File: config.mk
export PLATFORM = sky130hd
export DESIGN_NAME = alu_issue_stage
export DESIGN_NICKNAME = d
export VERILOG_FILES = /design/src/rtl/alu_issue_stage.sv
export SDC_FILE = /design/constraint.sdc
export NUM_CORES = 1
export LEC_CHECK = 0
export CAP_MARGIN = 20
export CORE_AREA = 2 2 207 209
export CTS_CLUSTER_DIAMETER = 200
export DETAILED_ROUTE_END_ITERATION = 7
export DIE_AREA = 0 0 209 211
export SYNTH_ARGS = -nofsm -noshare
export SYNTH_HDL_FRONTEND = slang
export SYNTH_SLANG_ARGS = --single-unit
File: constraint.sdc
create_clock -name clk -period 2 [get_ports clk]
set_clock_uncertainty 0.15 [all_clocks]
set_input_delay 0.5 -clock clk [delete_from_list [all_inputs] [get_ports clk]]
set_output_delay 0.5 -clock clk [all_outputs]
set_load 0.01 [all_outputs]
File: src/rtl/alu_issue_stage.sv
// ---------------------------------------------------------------------------
// alu_issue_stage
//
// Purpose:
//   Issue stage sitting in front of an external ALU. It accepts one operation
//   from upstream and selects and latches its operands. It drives the ALU from
//   those latched registers, captures the ALU result and flags, and computes
//   the branch decision. The result is then held until downstream takes it.
//   The FSM walks IDLE -> EXEC -> HOLD. When a hand-off and a new op arrive in
//   the same HOLD cycle, it goes straight back to EXEC, which gives one op
//   every two cycles.
//
// Configuration:
//   ALU_ISSUE_STATS_EN : when defined, adds the stat_ops / stat_ovf counters.
//                        When undefined, those ports and counters are absent.
//
// Ports:
//   clk, reset           rising-edge clock, synchronous active-high reset
//   flush                drops any in-flight op and returns to IDLE
//   in_valid / in_ready  upstream handshake
//   in_op                ALU operation, forwarded unchanged
//   in_rs1, in_rs2,
//   in_imm, in_pc        operand sources
//   in_use_pc            operand A = in_pc, else in_rs1
//   in_use_imm           operand B = in_imm, else in_rs2
//   in_branch_cond       branch condition (none/eq/ne/lt/ge/ltu/geu/reserved)
//   alu_a, alu_b, alu_op operands and operation presented to the ALU
//   alu_result + flags   returned by the ALU
//   out_valid/out_ready  downstream handshake
//   out_result,
//   out_overflow,
//   out_branch_taken     registered results
//   stat_ops, stat_ovf   (ALU_ISSUE_STATS_EN only) completed ops / overflowing ops
// ---------------------------------------------------------------------------
module alu_issue_stage #(
  parameter int WORDSIZE = 64
) (
  input  logic                clk,
  input  logic                reset,
  input  logic                flush,
  input  logic                in_valid,
  output logic                in_ready,
  input  logic [2:0]          in_op,
  input  logic [WORDSIZE-1:0] in_rs1,
  input  logic [WORDSIZE-1:0] in_rs2,
  input  logic [WORDSIZE-1:0] in_imm,
  input  logic [WORDSIZE-1:0] in_pc,
  input  logic                in_use_pc,
  input  logic                in_use_imm,
  input  logic [2:0]          in_branch_cond,
  output logic [WORDSIZE-1:0] alu_a,
  output logic [WORDSIZE-1:0] alu_b,
  output logic [2:0]          alu_op,
  input  logic [WORDSIZE-1:0] alu_result,
  input  logic                alu_overflow,
  input  logic                alu_equal,
  input  logic                alu_less,
  input  logic                alu_uns_less,
  output logic                out_valid,
  input  logic                out_ready,
  output logic [WORDSIZE-1:0] out_result,
  output logic                out_overflow,
  output logic                out_branch_taken
`ifdef ALU_ISSUE_STATS_EN
  ,
  output logic [31:0]         stat_ops,
  output logic [31:0]         stat_ovf
`endif
);

  typedef enum logic [1:0] {
    IDLE = 2'd0,
    EXEC = 2'd1,
    HOLD = 2'd2
  } state_t;

  state_t              state;
  logic [WORDSIZE-1:0] a_q;
  logic [WORDSIZE-1:0] b_q;
  logic [2:0]          op_q;
  logic [2:0]          cond_q;
  logic                accept;
  logic                handshake;
  logic                branch_taken;

  // The ALU only ever sees the latched operands. It never sees the live
  // upstream buses, so it does not glitch while upstream changes.
  assign alu_a  = a_q;
  assign alu_b  = b_q;
  assign alu_op = op_q;

  // Reset and flush both suppress in_ready. In HOLD the stage can take a new
  // op only in the same cycle that the held result leaves.
  always_comb begin
    in_ready = 1'b0;
    if (!reset && !flush) begin
      if (state == IDLE)
        in_ready = 1'b1;
      else if (state == HOLD)
        in_ready = out_ready;
    end
  end

  assign accept    = in_valid && in_ready;
  assign out_valid = (state == HOLD) && !flush;
  assign handshake = (state == HOLD) && out_ready && !flush && !reset;

  // Branch decision from the ALU flags of the op that is now in EXEC.
  always_comb begin
    branch_taken = 1'b0;
    case (cond_q)
      3'b001:  branch_taken = alu_equal;
      3'b010:  branch_taken = !alu_equal;
      3'b011:  branch_taken = alu_less;
      3'b100:  branch_taken = !alu_less;
      3'b101:  branch_taken = alu_uns_less;
      3'b110:  branch_taken = !alu_uns_less;
      default: branch_taken = 1'b0;
    endcase
  end

  // Main FSM. Reset beats flush, and flush beats any handshake.
  // Flush leaves the result registers alone. The state change alone stops
  // them being presented downstream.
  always_ff @(posedge clk) begin
    if (reset) begin
      state            <= IDLE;
      a_q              <= '0;
      b_q              <= '0;
      op_q             <= 3'b000;
      cond_q           <= 3'b000;
      out_result       <= '0;
      out_overflow     <= 1'b0;
      out_branch_taken <= 1'b0;
    end else if (flush) begin
      state <= IDLE;
    end else begin
      case (state)
        IDLE: begin
          if (accept) begin
            a_q    <= in_use_pc  ? in_pc  : in_rs1;
            b_q    <= in_use_imm ? in_imm : in_rs2;
            op_q   <= in_op;
            cond_q <= in_branch_cond;
            state  <= EXEC;
          end
        end
        EXEC: begin
          out_result       <= alu_result;
          out_overflow     <= alu_overflow;
          out_branch_taken <= branch_taken;
          state            <= HOLD;
        end
        HOLD: begin
          if (out_ready) begin
            if (accept) begin
              a_q    <= in_use_pc  ? in_pc  : in_rs1;
              b_q    <= in_use_imm ? in_imm : in_rs2;
              op_q   <= in_op;
              cond_q <= in_branch_cond;
              state  <= EXEC;
            end else begin
              state <= IDLE;
            end
          end
        end
        default: state <= IDLE;
      endcase
    end
  end

`ifdef ALU_ISSUE_STATS_EN
  // Completion counters. They saturate rather than wrap. Only reset clears
  // them; flush leaves them as they are.
  always_ff @(posedge clk) begin
    if (reset) begin
      stat_ops <= 32'd0;
      stat_ovf <= 32'd0;
    end else if (handshake) begin
      if (stat_ops != 32'hFFFF_FFFF)
        stat_ops <= stat_ops + 32'd1;
      if (out_overflow && (stat_ovf != 32'hFFFF_FFFF))
        stat_ovf <= stat_ovf + 32'd1;
    end
  end
`else
  logic unused_handshake;
  assign unused_handshake = handshake;
`endif

endmodule

Word-level counts from Yosys, hierarchy flattened
Cells that the tools add are included.
{"block": "totals", "regBits": 202, "latch_bits": 0, "ram_bits": 0, "romBits": 0, "input_bits": 337, "output_inout_bits": 199, "word_cells": 55, "n_memories": 0}
{"block": "classes", "n_addsub": 0, "multipliers": 0, "div_mod_pow": 0, "order_cmp": 0, "eq_ne": 10, "shifts": 0, "n_mux": 22, "bitwise_logic": 1, "reduce_logical": 14}
{"cell": "$mux 64", "n": 6}
{"cell": "$pmux 64 s2", "n": 2}
{"cell": "$mux 3", "n": 4}
{"cell": "$pmux 3 s2", "n": 2}
{"cell": "$eq 3x3->1 const B", "n": 3}
{"cell": "$eq 3x2->1 const B", "n": 2}
{"cell": "$pmux 1 s6", "n": 1}
{"cell": "$pmux 2 s3", "n": 1}
{"cell": "$logic_not 1->1", "n": 5}
{"cell": "$mux 1", "n": 4}
{"cell": "$mux 2", "n": 2}
{"cell": "$ne 2x2->1 const B", "n": 2}
{"cell": "$reduce_and 2->1", "n": 2}
{"cell": "$eq 3x1->1 const B", "n": 1}
{"cell": "$logic_and 1x1->1", "n": 3}
{"cell": "$reduce_and 3->1", "n": 1}
{"cell": "$eq 2x1->1 const B", "n": 1}
{"cell": "$eq 2x2->1 const B", "n": 1}
{"cell": "$logic_not 2->1", "n": 1}
{"cell": "$reduce_bool 2->1", "n": 1}
{"cell": "$reduce_or 2->1", "n": 1}
{"cell": "$not 1->1", "n": 1}

Longest topological paths before layout
Gate-level depths: netlist of the first run.
{"block": "logic_depth", "depth_word": 8, "depth_mapped": 6, "ltp_nobuf": 3}

Worst setup path before layout of the first run
Ideal clock, no wire load.
{"block": "synth_timing", "path_kind": "in2out", "from": "in reset", "to": "out in_ready", "arrival_ps": 1366, "t_required_ps": 1350, "setup_slack_ps": -16, "cell_stages": 4, "path_buffers": 2, "cell_sequence": "inv_1 -> clkbuf_1 -> clkbuf_1 -> and3_1"}
{"block": "synth_between", "elab_chain_cells": 3}
{"element": "from (decl)", "line_no": "39", "text": "input logic reset,"}
{"element": "$logic_not 1->1"}
{"element": "$logic_and 1x1->1", "line_no": "96", "text": "if (!reset && !flush) begin"}
{"element": "$mux 1", "line_no": "96"}
{"element": "to (decl)", "line_no": "42", "text": "output logic in_ready,"}
No other way between the ends.

Worst setup path after layout of the first run
{"block": "layout_timing", "from": "reg state[1]", "to": "out in_ready"}
{"block": "layout_between", "elab_chain_cells": 4, "word_cells_on_any_way": 5, "cone_classes": "eq/ne: 1; mux: 3; reduce/logical: 1"}
{"element": "from (decl)", "line_no": "77", "text": "state_t state;"}
{"element": "from (signal assigned)", "line_no": "127", "text": "state <= IDLE;"}
{"element": "from (signal assigned)", "line_no": "136", "text": "state <= IDLE;"}
{"element": "from (signal assigned)", "line_no": "145", "text": "state <= EXEC;"}
{"element": "$eq 2x2->1", "line_no": "99", "text": "else if (state == HOLD)"}
{"element": "$mux 1", "line_no": "99"}
{"element": "$mux 1 (*)", "line_no": "97", "text": "if (state == IDLE)"}
{"element": "$mux 1 (*)", "line_no": "96"}
Every way passes the cells marked *; elsewhere a longest branch is shown, timed or not.

==> run_results.csv, run 1 <==
group,metric,value,unit
die,die_width,209,µm
die,start_util,0.203,
die,core,41800,µm²
run_status,status,"complete, no violations",
detailed_routing,drt_iter0_markers,303,
job,cap_viol_max_count,0,
yosys,synth.distinct_cells,23,
yosys,synth-seq-area-share,0.478,
setup_path,cpLargestDelayFamily,"flip-flops",
die,die-height,211,µm
global_route,grt_overflow,0,
yosys,yosysTopAreaCell,"dfxtp_1",
global_route,top_usage_layer,"met2",
timing,worst_pin_slew,0.774,ns
yosys,synth_area_leaders,"dfxtp_1 (48%), mux2i_1 (31%), nand2_1 (11%), a21oi_1 (3.8%), buf_2 (1.9%)",
yosys,yosys_warnings,0,
setup_path,start_kind,"flop",
die,ios,536,
global_route,grt_use_met2,0.240,
detailed_routing,dr.pass1.iters,4,
setup_path,cp_max_fo,5,
setup_path,crit_buf_inv,1,
timing,fmax,520,MHz
finish,area_growth,79.6,%
detailed_routing,vias,8065,
clock_network,cts_max_path_buffers,3,
timing,min_period,1.92,ns
finish,multi_input_area,4120,µm²
detailed_routing,wl_per_cell,15.7,µm
global_route,antenna_found_initial,3,
timing,final_hold_viol_count,0,
pwr,ir_drop,0.000423,V
setup_path,cp_num_cells,3,
finish,mostFrequentLayoutCells,"clkdlybuf4s50_1 (331), nand2_1 (259), mux2i_1 (258)",
setup_path,slowest_stage,"dfxtp_2",
clock_network,cts-buffers-inserted,23,
yosys,synth_seq_cells,202,
clock_network,cts_tree,"yes",
yosys,syn_inst,878,
hold_path,hold_class,"flop to flop",
finish,num-fill-cells,4338,
finish,mostFrequentLayoutCell,"clkdlybuf4s50_1",
place,dpl.hpwl,24.2,mm
setup_path,cp_cell_sequence,"nand2b_4 -> and3_4 -> buf_6",
setup_path,end_kind,"output pin",
hold_path,worst_hold_path.num_cells,2,
yosys,syn_area_per_cell,9.64,µm²
finish,register_area,4050,µm²
finish,nets,1748,
finish,drive_above_1_share,0.0694,
timing,slew_violations,0,
setup_path,r2r_cells,5,
detailed_routing,vias_per_cell,4.10,
yosys,synth_top_area_frac,0.478,
pwr,power,10.3,mW
timing,rsz0062_at_grt,"no",
place,port_buffers,535,
die,fp-row-count,75,
global_route,grt_start_max_net_pins,130,
timing,slew_headroom,0.484,
timing,tns,0,ns
global_route,grt_pass1_vias,8285,
pwr,cellPowerDensity,675,nW/µm²
finish,postLayoutCellArea,15200,µm²
place,gp_congestion,0.766,
global_route,grt.met1_usage,0.147,
timing,finalSetupViolCount,0,
clock_network,root_buffer,"clkbuf_16",
global_route,met3_usage,0.0422,
clock_network,ctsHtreeMaxLevel,1,
pwr,power_leakage,7.50,nW
timing,fin_crit_sh,0.962,
detailed_routing,drcViolationCount,0,
global_route,grt_use_total,0.133,
clock_network,cts.sinks,202,
detailed_routing,routed_wl,31.0,mm
die,fp.dieArea,44100,µm²
setup_path,cp_data_arrival_time,1.27,ns
timing,holdWs,0.299,ns
setup_path,cp_data_required_time,1.35,ns
place,placed_area,14700,µm²
global_route,grt_pass1_wl,46.3,mm
yosys,syn_area,8460,µm²
clock_network,clk_pin_slew_worst_paths,0.06,ns
yosys,syn_nets,1215,
setup_path,critPathMaxStageDelay,0.39,ns
detailed_routing,drtAntennaViolNets,0,
setup_path,criticalPathCategory,"flop to output pin",
clock_network,clock_latency,0.51,ns
==> tightest hold or removal path: stages (launching register included) <==
cell     delay (ns)
dfxtp_1        0.30
nand2_1        0.05
a21oi_1        0.05
==> final timing paths <==
check | startpoint | endpoint | slack (ns)
worst min register to register | out_result[44]$_SDFFE_PP0P_ | out_result[44]$_SDFFE_PP0P_ | 0.30
worst min-delay path | out_result[44]$_SDFFE_PP0P_ | out_result[44]$_SDFFE_PP0P_ | 0.30
worst max-delay path | state[1]$_SDFFE_PP0P_ | in_ready | 0.08
worst max register to register | state[0]$_SDFFE_PP0P_ | out_result[33]$_SDFFE_PP0P_ | 0.31
==> per-layer routing <==
layer | part of all wire | up-vias
met5 | 0 | -
met4 | 0.027 | 0
met3 | 0.090 | 43
met2 | 0.49 | 362
met1 | 0.40 | 3634
li1 | - | 4026
==> state kept, by name, indices dropped and copies added, names as in the netlist <==
| signal | flops |
|---|---|
| alu_a | 64 |
| out_branch_taken | 1 |
| cond_q | 3 |
| out_result | 64 |
| alu_b | 64 |
| state | 2 |
| out_overflow | 1 |
| alu_op | 3 |
==> kinds of logic after synthesis <==
family | share of synthesized area
multiplexers | 0.316
AND/OR/NAND/NOR | 0.127
AO/OA/AOI/OAI | 0.0411
buffers and inverters | 0.0389
flip-flops | 0.478
==> metrics by stage <==
stage	std cells	util	setup slack [ns]
after floorplan	878	-	0.0740
after global placement	1925	0.351	-0.593
after detailed placement	1925	0.351	-0.566
after CTS	1966	0.364	-0.00467
after global routing	1966	0.364	0.0239
final	1967	0.364	0.0767
==> cell type report <==
cell class	instances	share of cell area
flip-flops and latches	202	0.266
repair buffers	574	0.368
well taps	539	0.0444
clock buffers	34	0.0458
multi-input cells	608	0.271
clock inverters	6	0.00362
inverters	2	0.000658
diodes	2	0.000329
==> Yosys cell counts, drive strengths merged <==
cell type / count
clkbuf: 25
and2: 1
or3b: 1
nor3b: 1
mux2: 8
nand3: 1
o22ai: 1
nand2b: 2
nand2: 259
dfxtp: 202
buf: 41
mux2i: 258
nor2b: 6
nor3: 1
o41ai: 1
inv: 2
nand4: 1
a21oi: 65
and3: 1
nor2: 1
==> power by group <==
| group | total, mW | switching, mW | leakage, nW | internal (mW) |
|---|---|---|---|---|
| Combinational | 1.75 | 0.680 | 5.47 | 1.07 |
| Clock | 4.20 | 1.67 | 0.378 | 2.52 |
| Sequential | 4.31 | 0.0929 | 1.65 | 4.22 |
==> repair_timing <==
action | in CTS | in global routing
gates resized for setup | 214 | 1
pin swaps | 2 | 0
buffers inserted | 1 | 0
hold buffers | 0 | 0
endpoints found under the setup margin | 199 | 1
No activity file was read; power rests on OpenSTA's default activity.
==> run 2, diff against run 1 <==
--- a/config.mk
+++ b/config.mk
@@ -6,10 +6,11 @@
 export NUM_CORES = 1
 export LEC_CHECK = 0
 export CAP_MARGIN = 20
-export CORE_AREA = 2 2 207 209
+export CORE_AREA = 2 2 210 212
+export CTS_BUF_LIST = sky130_fd_sc_hd__clkbuf_8
 export CTS_CLUSTER_DIAMETER = 200
 export DETAILED_ROUTE_END_ITERATION = 7
-export DIE_AREA = 0 0 209 211
+export DIE_AREA = 0 0 212 214
 export SYNTH_ARGS = -nofsm -noshare
 export SYNTH_HDL_FRONTEND = slang
 export SYNTH_SLANG_ARGS = --single-unit
==> run 2 against run 1 <==
- routed wire length grew 1.1%
- die area is 2.9% higher
- critical path depth shrank 2
- clock power shrank 11%
- worst setup slack better by 0.0040 ns
- sequential share of layout area hardly changed
- global-route usage barely moved
- count of clock-buffer cells in the layout up 12
==> run_results.csv, run 2 (same netlist as run 1, synthesis figures left out) <==
group,metric,value,unit
run_status,status,"complete, no violations",
place,placed_area,14700,µm²
timing,fin_crit_sh,0.960,
detailed_routing,drcViolationCount,0,
global_route,grt.met1_usage,0.138,
finish,area_growth,79.5,%
finish,postLayoutCellArea,15200,µm²
setup_path,crit_buf_inv,1,
global_route,grt_use_total,0.133,
timing,slew_violations,0,
clock_network,cts.sinks,202,
finish,mostFrequentLayoutCell,"clkdlybuf4s50_1",
detailed_routing,drt_iter0_markers,223,
pwr,cellPowerDensity,647,nW/µm²
global_route,grt_use_met2,0.238,
pwr,p_sw_frac,0.252,
clock_network,root_buffer,"clkbuf_8",
clock_network,cts-buffers-inserted,38,
clock_network,postCtsHoldBufs,0,
setup_path,cpLargestDelayFamily,"flip-flops",
pwr,clock_power_share,0.382,
clock_network,cts_tree,"yes",
pwr,p_seq_frac,0.439,
global_route,grt_overflow,0,
setup_path,start_kind,"flop",
setup_path,reg2reg_slack,0.22,ns
setup_path,cp_data_required_time,1.35,ns
pwr,power_leakage,7.52,nW
setup_path,cp_data_arrival_time,1.27,ns
die,fp-row-count,76,
clock_network,clock_latency,0.54,ns
pwr,ir_drop,0.000321,V
place,dpl.hpwl,24.6,mm
pwr,p_int,7.35,mW
timing,fmax,521,MHz
finish,nets,1769,
pwr,power_frac_comb,0.179,
detailed_routing,drtAntennaViolNets,0,
pwr,power,9.83,mW
die,die_width,212,µm
finish,drive_above_1_share,0.0812,
finish,mostFrequentLayoutCells,"clkdlybuf4s50_1 (331), nand2_1 (259), mux2i_1 (258)",
timing,rsz0062_at_grt,"no",
clock_network,ctsHtreeMaxLevel,2,
timing,finalSetupViolCount,0,
die,core,42900,µm²
setup_path,criticalPathCategory,"flop to output pin",
detailed_routing,dr.pass1.iters,4,
place,port_buffers,535,
global_route,top_usage_layer,"met2",
clock_network,cts_max_path_buffers,3,
job,cap_viol_max_count,0,
detailed_routing,routed_wl,31.3,mm
timing,worst_pin_slew,0.782,ns
setup_path,cp_max_fo,2,
detailed_routing,wl_per_cell,15.4,µm
setup_path,cp_cell_sequence,"dlygate4sd2_1",
setup_path,critPathMaxStageDelay,0.42,ns
global_route,grt_start_max_net_pins,74,
finish,num-fill-cells,4459,
timing,tns,0,ns
setup_path,end_kind,"output pin",
die,start_util,0.197,
clock_network,clk_pin_slew_worst_paths,0.05,ns
pwr,power.switching,2.48,mW
timing,final_hold_viol_count,0,
place,gp_congestion,0.798,
hold_path,hold_class,"input pin to flop",
detailed_routing,vias_per_cell,4.00,
die,fp.dieArea,45400,µm²
global_route,met3_usage,0.0503,
global_route,antenna_found_initial,2,
global_route,grt_pass1_vias,8675,
setup_path,slowest_stage,"dfxtp_1",
die,die-height,214,µm
timing,min_period,1.92,ns
global_route,grt_pass1_wl,47.0,mm
timing,slew_headroom,0.479,
detailed_routing,vias,8167,
die,ios,536,
run 2: changes by cell type in the layout (fill, tap and decap cells not counted), sizes merged, moves of 2 or more:
| cell | change |
|---|---|
| clkbuf | +12 |
| inv | +11 |
| buf | +6 |
| clkinv | -3 |
| clkinvlp | +2 |
| dlygate4sd2 | -2 |
run 2: final timing paths:
| check | from | end | cells after the start |
|---|---|---|---|
| worst min-delay path | flush | state[1]$_SDFFE_PP0P_ | 3 |
| worst max-delay path | alu_a[56]$_SDFFE_PP0P_ | alu_a[56] | 1 |
| worst min register to register | out_result[41]$_SDFFE_PP0P_ | out_result[41]$_SDFFE_PP0P_ | 2 |
| worst max register to register | state[1]$_SDFFE_PP0P_ | alu_b[18]$_SDFFE_PP0P_ | 7 |
run 2: repair_timing:
item | CTS | global route
gates resized for setup | 211 | 5
setup endpoints to repair | 199 | 1
setup buffers | 1 | 1
pin swaps | 2 | 0
run 2: stage by stage:
stage	worst slack (ns)	instances	hold WS (ns)	util
floorplan	0.0740	878	0.331	-
global placement	-0.439	1975	0.290	0.343
detailed placement	-0.442	1975	0.296	0.343
CTS	0.00357	2037	0.189	0.353
global route	0.00634	2039	0.267	0.354
finish	0.0807	2040	0.297	0.354
run 2: worst min-delay path: cells and delay by family:
kind,cells,cell delay [ns]
buf+inv,2,0.41
simple gates,1,0.04
run 2: metal layers:
| layer | vias to the layer above | share of wire |
|---|---|---|
| li1 | 4071 | - |
| met1 | 3677 | 0.38 |
| met2 | 369 | 0.49 |
| met3 | 50 | 0.10 |
| met4 | 0 | 0.029 |
| met5 | - | 0 |
run 2: cell type report:
type                       instances  area, µm²  share of cell area
timing repair buffer             580       5590               0.368
multi-input combinational        608       4120               0.271
sequential                       202       4050               0.266
tap                              585        732              0.0482
clock buffer                      46        633              0.0417
clock inverter                    15       66.3             0.00436
inverter                           2       10.0            0.000659
antenna                            2       5.00            0.000329
run 2: power groups by stage:
stage	Clock [mW]	Sequential [mW]	Combinational, mW
after CTS	3.95	4.32	1.78
final	3.75	4.32	1.76
after detailed placement	0	4.41	1.90
after floorplan	0	4.48	0.543
after global placement	0	4.40	1.89
after global routing	4.11	4.34	1.89
